File: config.mk
export PLATFORM = sky130hd
export DESIGN_NAME = canvas_bram_arbiter_flat
export DESIGN_NICKNAME = d
export VERILOG_FILES = /design/src/rtl/canvas_pkg.sv /design/src/rtl/canvas_bram_arbiter_if.sv /design/src/rtl/read_tag_pipe.sv /design/src/rtl/canvas_bram_arbiter.sv /design/src/flat_wrapper.sv
export SDC_FILE = /design/constraint.sdc
export NUM_CORES = 1
export LEC_CHECK = 0
export ABC_CLOCK_PERIOD_IN_PS = 5200
export CORE_ASPECT_RATIO = 1.75
export CORE_MARGIN = 2
export CORE_UTILIZATION = 45
export CTS_CLUSTER_DIAMETER = 30
export DETAILED_ROUTE_END_ITERATION = 12
export PLACE_DENSITY = 0.91
export SKIP_CTS_REPAIR_TIMING = 1
export SYNTH_ARGS = -nofsm -noshare
export SYNTH_HDL_FRONTEND = slang
export SYNTH_SLANG_ARGS = --single-unit
File: constraint.sdc
create_clock -name clk_in -period 5.2 [get_ports clk_in]
set_clock_uncertainty 0.2 [all_clocks]
set_input_delay 1.04 -clock clk_in [delete_from_list [all_inputs] [get_ports clk_in]]
set_output_delay 1.04 -clock clk_in [all_outputs]
set_load 0.02 [all_outputs]
File: src/rtl/canvas_pkg.sv
// Shared constants and types for the canvas frame-buffer arbiter.
// Read tags travel alongside BRAM reads so returning data finds its owner.
package canvas_pkg;

    localparam int ADDR_W       = 17;
    localparam int DATA_W       = 8;
    localparam int CANVAS_W     = 320;
    localparam int CANVAS_H     = 240;
    localparam int DEPTH        = CANVAS_W * CANVAS_H;
    localparam int READ_LATENCY = 2;
    localparam logic [DATA_W-1:0] BG_PIXEL = 8'h00;

    typedef enum logic [1:0] {
        OWN_NONE = 2'd0,
        OWN_VGA  = 2'd1,
        OWN_DRAW = 2'd2
    } owner_t;

    typedef enum logic {
        IDLE  = 1'b0,
        CLEAR = 1'b1
    } arb_state_t;

    // oor marks a read that never touched the BRAM and must return BG_PIXEL
    typedef struct packed {
        owner_t owner;
        logic   oor;
    } rd_tag_t;

endpackage

File: src/rtl/canvas_bram_arbiter_if.sv
// Bundles the VGA, draw, clear and BRAM-side signals of the canvas arbiter.
// slave = arbiter side, master = the users and the BRAM primitive.
interface canvas_bram_arbiter_if #(
    parameter int ADDR_W = canvas_pkg::ADDR_W,
    parameter int DATA_W = canvas_pkg::DATA_W
);
    logic              vga_req_in;
    logic [ADDR_W-1:0] vga_addr_in;
    logic [DATA_W-1:0] vga_data_out;
    logic              vga_valid_out;

    logic              draw_req_in;
    logic              draw_we_in;
    logic [ADDR_W-1:0] draw_addr_in;
    logic [DATA_W-1:0] draw_wdata_in;
    logic              draw_ready_out;
    logic [DATA_W-1:0] draw_rdata_out;
    logic              draw_rvalid_out;

    logic              clear_start_in;
    logic              clear_busy_out;
    logic              clear_done_out;

    logic [ADDR_W-1:0] bram_addr_out;
    logic              bram_we_out;
    logic [DATA_W-1:0] bram_din_out;
    logic [DATA_W-1:0] bram_dout_in;

    modport slave (
        input  vga_req_in, vga_addr_in,
        input  draw_req_in, draw_we_in, draw_addr_in, draw_wdata_in,
        input  clear_start_in, bram_dout_in,
        output vga_data_out, vga_valid_out,
        output draw_ready_out, draw_rdata_out, draw_rvalid_out,
        output clear_busy_out, clear_done_out,
        output bram_addr_out, bram_we_out, bram_din_out
    );

    modport master (
        output vga_req_in, vga_addr_in,
        output draw_req_in, draw_we_in, draw_addr_in, draw_wdata_in,
        output clear_start_in, bram_dout_in,
        input  vga_data_out, vga_valid_out,
        input  draw_ready_out, draw_rdata_out, draw_rvalid_out,
        input  clear_busy_out, clear_done_out,
        input  bram_addr_out, bram_we_out, bram_din_out
    );

endinterface

File: src/rtl/read_tag_pipe.sv
// Shift register of read tags aligned with the BRAM read latency; steers the
// returning pixel (or BG_PIXEL for out-of-range reads) to its requester.
module read_tag_pipe #(
    parameter int STAGES = 3,
    parameter int DATA_W = 8,
    parameter logic [DATA_W-1:0] BG_PIXEL = '0
) (
    input  logic               clk_i,
    input  logic               rst_i,
    input  canvas_pkg::rd_tag_t tag_i,
    input  logic [DATA_W-1:0]  bram_dout_i,
    output logic [DATA_W-1:0]  vga_data_o,
    output logic               vga_valid_o,
    output logic [DATA_W-1:0]  draw_rdata_o,
    output logic               draw_rvalid_o
);
    import canvas_pkg::*;

    localparam int TAG_W = $bits(rd_tag_t);

    logic [STAGES-1:0][TAG_W-1:0] tag_q;
    rd_tag_t                      head;
    logic [DATA_W-1:0]            pix;

    always_ff @(posedge clk_i or posedge rst_i) begin
        if (rst_i) begin
            tag_q <= '0;
        end else begin
            tag_q <= {tag_q[STAGES-2:0], tag_i};
        end
    end

    assign head = rd_tag_t'(tag_q[STAGES-1]);
    assign pix  = head.oor ? BG_PIXEL : bram_dout_i;

    // data buses stay at zero outside their valid pulse
    assign vga_valid_o   = (head.owner == OWN_VGA);
    assign draw_rvalid_o = (head.owner == OWN_DRAW);
    assign vga_data_o    = vga_valid_o   ? pix : '0;
    assign draw_rdata_o  = draw_rvalid_o ? pix : '0;

endmodule

File: src/rtl/canvas_bram_arbiter.sv
// Single owner of the canvas BRAM port: schedules VGA reads, the clear engine
// and draw accesses (priority in that order) onto registered BRAM signals.
module canvas_bram_arbiter #(
    parameter int ADDR_W       = canvas_pkg::ADDR_W,
    parameter int DATA_W       = canvas_pkg::DATA_W,
    parameter int DEPTH        = canvas_pkg::DEPTH,
    parameter int READ_LATENCY = canvas_pkg::READ_LATENCY,
    parameter logic [DATA_W-1:0] BG_PIXEL = canvas_pkg::BG_PIXEL
) (
    input  logic                  clk_in,
    input  logic                  rst_in,
    canvas_bram_arbiter_if.slave  bus
);
    import canvas_pkg::*;

    localparam logic [ADDR_W-1:0] DEPTH_A = ADDR_W'(DEPTH);
    localparam logic [ADDR_W-1:0] LAST_A  = ADDR_W'(DEPTH - 1);

    arb_state_t        state_q, state_d;
    logic [ADDR_W-1:0] cnt_q, cnt_d;
    logic [ADDR_W-1:0] addr_q, addr_d;
    logic              we_q, we_d;
    logic [DATA_W-1:0] din_q, din_d;
    logic              done_q, done_d;
    rd_tag_t           tag_d;
    logic              grant_draw;
    logic              vga_oor, draw_oor;

    assign vga_oor  = (bus.vga_addr_in  >= DEPTH_A);
    assign draw_oor = (bus.draw_addr_in >= DEPTH_A);

    always_ff @(posedge clk_in or posedge rst_in) begin
        if (rst_in) begin
            state_q <= IDLE;
            cnt_q   <= '0;
            addr_q  <= '0;
            we_q    <= 1'b0;
            din_q   <= '0;
            done_q  <= 1'b0;
        end else begin
            state_q <= state_d;
            cnt_q   <= cnt_d;
            addr_q  <= addr_d;
            we_q    <= we_d;
            din_q   <= din_d;
            done_q  <= done_d;
        end
    end

    always_comb begin
        state_d    = state_q;
        cnt_d      = cnt_q;
        addr_d     = addr_q;
        we_d       = 1'b0;
        din_d      = din_q;
        done_d     = 1'b0;
        tag_d      = '{owner: OWN_NONE, oor: 1'b0};
        grant_draw = 1'b0;

        if (bus.vga_req_in) begin
            tag_d = '{owner: OWN_VGA, oor: vga_oor};
            if (!vga_oor) begin
                addr_d = bus.vga_addr_in;
            end
        end else if (state_q == CLEAR) begin
            addr_d = cnt_q;
            we_d   = 1'b1;
            din_d  = BG_PIXEL;
            // done is registered so it lines up with the last write on the port
            if (cnt_q == LAST_A) begin
                state_d = IDLE;
                done_d  = 1'b1;
                cnt_d   = '0;
            end else begin
                cnt_d = cnt_q + 1'b1;
            end
        end else if (bus.draw_req_in) begin
            grant_draw = 1'b1;
            if (!draw_oor) begin
                addr_d = bus.draw_addr_in;
                we_d   = bus.draw_we_in;
                if (bus.draw_we_in) begin
                    din_d = bus.draw_wdata_in;
                end
            end
            if (!bus.draw_we_in) begin
                tag_d = '{owner: OWN_DRAW, oor: draw_oor};
            end
        end

        // a draw granted alongside the start still completes as an IDLE access
        if (state_q == IDLE && bus.clear_start_in) begin
            state_d = CLEAR;
            cnt_d   = '0;
        end
    end

    assign bus.draw_ready_out = grant_draw & ~rst_in;
    assign bus.clear_busy_out = (state_q == CLEAR);
    assign bus.clear_done_out = done_q;
    assign bus.bram_addr_out  = addr_q;
    assign bus.bram_we_out    = we_q;
    assign bus.bram_din_out   = din_q;

    read_tag_pipe #(
        .STAGES   (READ_LATENCY + 1),
        .DATA_W   (DATA_W),
        .BG_PIXEL (BG_PIXEL)
    ) u_read_tag_pipe (
        .clk_i         (clk_in),
        .rst_i         (rst_in),
        .tag_i         (tag_d),
        .bram_dout_i   (bus.bram_dout_in),
        .vga_data_o    (bus.vga_data_out),
        .vga_valid_o   (bus.vga_valid_out),
        .draw_rdata_o  (bus.draw_rdata_out),
        .draw_rvalid_o (bus.draw_rvalid_out)
    );

endmodule

File: src/flat_wrapper.sv
// flat-port wrapper written by rule: the top's interface ports become plain ports
module canvas_bram_arbiter_flat import canvas_pkg::*;
#(
    parameter int ADDR_W       = canvas_pkg::ADDR_W,
    parameter int DATA_W       = canvas_pkg::DATA_W,
    parameter int DEPTH        = canvas_pkg::DEPTH,
    parameter int READ_LATENCY = canvas_pkg::READ_LATENCY,
    parameter logic [DATA_W-1:0] BG_PIXEL = canvas_pkg::BG_PIXEL
)
  (clk_in, rst_in, bus_vga_req_in, bus_vga_addr_in, bus_draw_req_in, bus_draw_we_in, bus_draw_addr_in, bus_draw_wdata_in, bus_clear_start_in, bus_bram_dout_in, bus_vga_data_out, bus_vga_valid_out, bus_draw_ready_out, bus_draw_rdata_out, bus_draw_rvalid_out, bus_clear_busy_out, bus_clear_done_out, bus_bram_addr_out, bus_bram_we_out, bus_bram_din_out);
  canvas_bram_arbiter_if #(.ADDR_W(ADDR_W), .DATA_W(DATA_W)) bus_i ();
  input  logic clk_in;
  input  logic rst_in;
  input wire logic [$bits(bus_i.vga_req_in)-1:0] bus_vga_req_in;
  input wire logic [$bits(bus_i.vga_addr_in)-1:0] bus_vga_addr_in;
  input wire logic [$bits(bus_i.draw_req_in)-1:0] bus_draw_req_in;
  input wire logic [$bits(bus_i.draw_we_in)-1:0] bus_draw_we_in;
  input wire logic [$bits(bus_i.draw_addr_in)-1:0] bus_draw_addr_in;
  input wire logic [$bits(bus_i.draw_wdata_in)-1:0] bus_draw_wdata_in;
  input wire logic [$bits(bus_i.clear_start_in)-1:0] bus_clear_start_in;
  input wire logic [$bits(bus_i.bram_dout_in)-1:0] bus_bram_dout_in;
  output wire logic [$bits(bus_i.vga_data_out)-1:0] bus_vga_data_out;
  output wire logic [$bits(bus_i.vga_valid_out)-1:0] bus_vga_valid_out;
  output wire logic [$bits(bus_i.draw_ready_out)-1:0] bus_draw_ready_out;
  output wire logic [$bits(bus_i.draw_rdata_out)-1:0] bus_draw_rdata_out;
  output wire logic [$bits(bus_i.draw_rvalid_out)-1:0] bus_draw_rvalid_out;
  output wire logic [$bits(bus_i.clear_busy_out)-1:0] bus_clear_busy_out;
  output wire logic [$bits(bus_i.clear_done_out)-1:0] bus_clear_done_out;
  output wire logic [$bits(bus_i.bram_addr_out)-1:0] bus_bram_addr_out;
  output wire logic [$bits(bus_i.bram_we_out)-1:0] bus_bram_we_out;
  output wire logic [$bits(bus_i.bram_din_out)-1:0] bus_bram_din_out;
  assign bus_i.vga_req_in = bus_vga_req_in;
  assign bus_i.vga_addr_in = bus_vga_addr_in;
  assign bus_i.draw_req_in = bus_draw_req_in;
  assign bus_i.draw_we_in = bus_draw_we_in;
  assign bus_i.draw_addr_in = bus_draw_addr_in;
  assign bus_i.draw_wdata_in = bus_draw_wdata_in;
  assign bus_i.clear_start_in = bus_clear_start_in;
  assign bus_i.bram_dout_in = bus_bram_dout_in;
  assign bus_vga_data_out = bus_i.vga_data_out;
  assign bus_vga_valid_out = bus_i.vga_valid_out;
  assign bus_draw_ready_out = bus_i.draw_ready_out;
  assign bus_draw_rdata_out = bus_i.draw_rdata_out;
  assign bus_draw_rvalid_out = bus_i.draw_rvalid_out;
  assign bus_clear_busy_out = bus_i.clear_busy_out;
  assign bus_clear_done_out = bus_i.clear_done_out;
  assign bus_bram_addr_out = bus_i.bram_addr_out;
  assign bus_bram_we_out = bus_i.bram_we_out;
  assign bus_bram_din_out = bus_i.bram_din_out;
  canvas_bram_arbiter #(.ADDR_W(ADDR_W), .DATA_W(DATA_W), .DEPTH(DEPTH), .READ_LATENCY(READ_LATENCY), .BG_PIXEL(BG_PIXEL)) u_core (.clk_in(clk_in), .rst_in(rst_in), .bus(bus_i));
endmodule
==> metrics.yaml <==
run_status:
  status: "completed"
die:
  die_w_um: 63.3
  io_pins: 103
  core_sq_um: 5930
  dieArea_sq_um: 6830
  start_util_pct: 46.8
  rows: 37
  fp.dieH_um: 108
grt:
  grt_start_max_net_pins: 55
  grt-ovfl-total: 0
  antenna_found_initial: 0
  track_usage_pct: 23.8
  grt_pass1_wl_um: 12700
  grt_pass1_vias: 2596
worst_setup_path:
  path_max_fanout: 3
  setup.worst_path.start_class: "input port"
  crit_type: "in -> out"
  end_kind: "primary output"
  rr_worst_depth: 5
  worstPathRequired_ps: 3960
  cp.arrival_ps: 2480
  r2r_slack_ps: 2900
yosys:
  synth_top_cell_by_area: "dfrtp_1"
  synthTopCellsByCount: "54 x dfrtp_1, 45 x nor2_1, 34 x nand2_1, 34 x o21ai_0"
  synthArstFlopShare_pct: 100
  avgSynthCellArea_sq_um: 9.12
  yosysWarningCount: 0
  ys_seq_elements: 54
  yosys-top-cells-area: "dfrtp_1 49%, mux2i_1 7.6%, o21ai_0 6.1%"
  syn-num-nets: 361
  synth_flop_cell: "dfrtp_1"
  netlist_area_sq_um: 2770
  synth.yosys.seq_area_share_pct: 48.8
  yosysUniqueCellTypes: 39
  syn_inst: 304
  synth_edf_count: 0
  yosys.area.top_type_share_pct: 48.8
  synthMostInstantiatedCell: "dfrtp_1"
placement:
  port_buffers: 102
  dp_hpwl_um: 6350
  place_ws_ps: 1480
  gp_routability_congestion: 0.884
cts:
  cts-root-buf: "clkbuf_8"
  worstSkewPairLatency_ps: 310
  cts_sinks: 54
  cts_max_level: 2
  tritoncts: "done"
  ctsLongestPathBuffers: 2
  clkTransAtPathRegs_ps: 90
  cts_buffers: 5
power_and_ir_drop:
  p_comb_share_pct: 21.0
  intPower_mw: 0.654
  peakVddDrop_mv: 0.155
  power_frac_seq_pct: 52.1
  netSwitchingPower_mw: 0.263
  switching_share_pct: 28.7
  p_clk_share_pct: 27.0
  p_leak_nw: 1.74
  powerDensity_nw_per_um2: 233
route:
  drt_iter0_drc: 173
  first_pass_iters: 5
  drcViolationCount: 0
  viasPerCell: 5.61
  ant_nets: 0
  wl_um: 8050
  vias: 2682
  avgRoutedWirePerCell_um: 16.8
sta:
  setup_tns_ps: 0
  fin_ws_ps: 1480
  final_hold_viol_count: 0
  period_share_pct: 71.6
  clock.fmax_mhz: 269
  tightestPinTransition_ps: 1110
  setup_viol: 0
  slew_headroom_pct: 25.7
  slew_viol_final: 0
  rsz0062_at_grt: "no"
  fin_crit_ps: 3720
final_layout:
  nets: 456
  drive_above_1_share_pct: 5.00
  antenna_cells: 0
  area_delta_synth_final_pct: 41.9
hold_path:
  hold_depth: 0
  holdCritPathClass: "reg -> reg"
flow_run:
  drv_cap: 0
-- power by group through the flow --
stage	logic, mW	clock network [mW]	registers (mW)
after floorplan	0.0808	0	0.492
after global placement	0.186	0	0.483
after detailed placement	0.192	0	0.486
after CTS	0.193	0.252	0.477
after global routing	0.208	0.268	0.483
final	0.192	0.247	0.477
-- per-layer routing --
metal  track usage [%]  vias up  share of wire, %
li1                  -     1246                 -
met4              10.2        0               3.2
met3              3.56       25               5.1
met1              26.4     1291                35
met5                 0        -                 0
met2              44.1      120                56
-- cell type report --
class / instances / area, sq um
inverter: 7 / 26.3
timing repair buffer: 104 / 1040
multi-input combinational: 227 / 1320
tap: 78 / 97.6
sequential: 54 / 1350
clock buffer: 6 / 82.6
fill: 464 / 1990
clock inverter: 2 / 16.3
-- stage by stage --
step	utilization (%)	std cells	hold slack [ps]	area [sq um]	power, mW
after CTS	66.4	478	156	3930	0.921
after floorplan	-	304	131	2770	0.573
after global routing	66.4	478	161	3930	0.958
after global placement	64.7	470	133	3830	0.669
final	66.4	478	152	3930	0.917
after detailed placement	64.7	470	135	3830	0.677
-- path summary, 6_finish.rpt --
check                                           startpoint                               to
max in group asynchronous                           rst_in      u_core.bus.bram_addr_out[2]
hold reg to reg            u_core.u_read_tag_pipe.tag_q[1]  u_core.u_read_tag_pipe.tag_q[4]
setup reg to reg                 u_core.bus.clear_busy_out                  u_core.cnt_q[4]
min in group asynchronous                           rst_in       u_core.bus.bram_din_out[7]
hold / removal             u_core.u_read_tag_pipe.tag_q[1]  u_core.u_read_tag_pipe.tag_q[4]
setup / recovery                            bus_vga_req_in               bus_draw_ready_out
-- state kept, by name, indices dropped and copies added (netlist names) --
name                          flops
u_core.cnt_q                     17
u_core.u_read_tag_pipe.head       3
u_core.bus.bram_addr_out         17
u_core.u_read_tag_pipe.tag_q      6
u_core.bus.clear_done_out         1
u_core.bus.clear_busy_out         1
u_core.bus.bram_din_out           8
u_core.bus.bram_we_out            1
-- kinds of logic after synthesis --
kind of cell	synth area share [%]
adder cells (fa/ha/maj)	0.451
buffers and inverters	3.75
multiplexers	7.99
AO/OA/AOI/OAI	17.5
AND/OR/NAND/NOR	20.6
flip-flops	48.8
XOR/XNOR	0.948
-- worst max-delay path, stage by stage --
cell,delay (ps)
clkdlybuf4s50_1,420
nor2_1,220
nand2_1,110
nor2_1,90
clkdlybuf4s50_1,600
-- cell usage in the layout (no fill, tap or decap), types with 2 or more instances in the layout --
cell,count
a211oi_1,2
a21o_1,4
a21oi_1,21
a21oi_2,4
a22o_1,9
a31oi_1,2
and2_1,2
and3_1,2
and4_1,3
buf_4,2
clkbuf_8,6
clkdlybuf4s50_1,102
dfrtp_1,54
inv_1,6
mux2i_1,21
nand2_1,34
nand2b_1,11
nand3_1,12
nor2_1,45
nor3_1,2
o21ai_0,34
o31ai_1,2
xor2_1,2
Power figures use the tool's default switching activity.
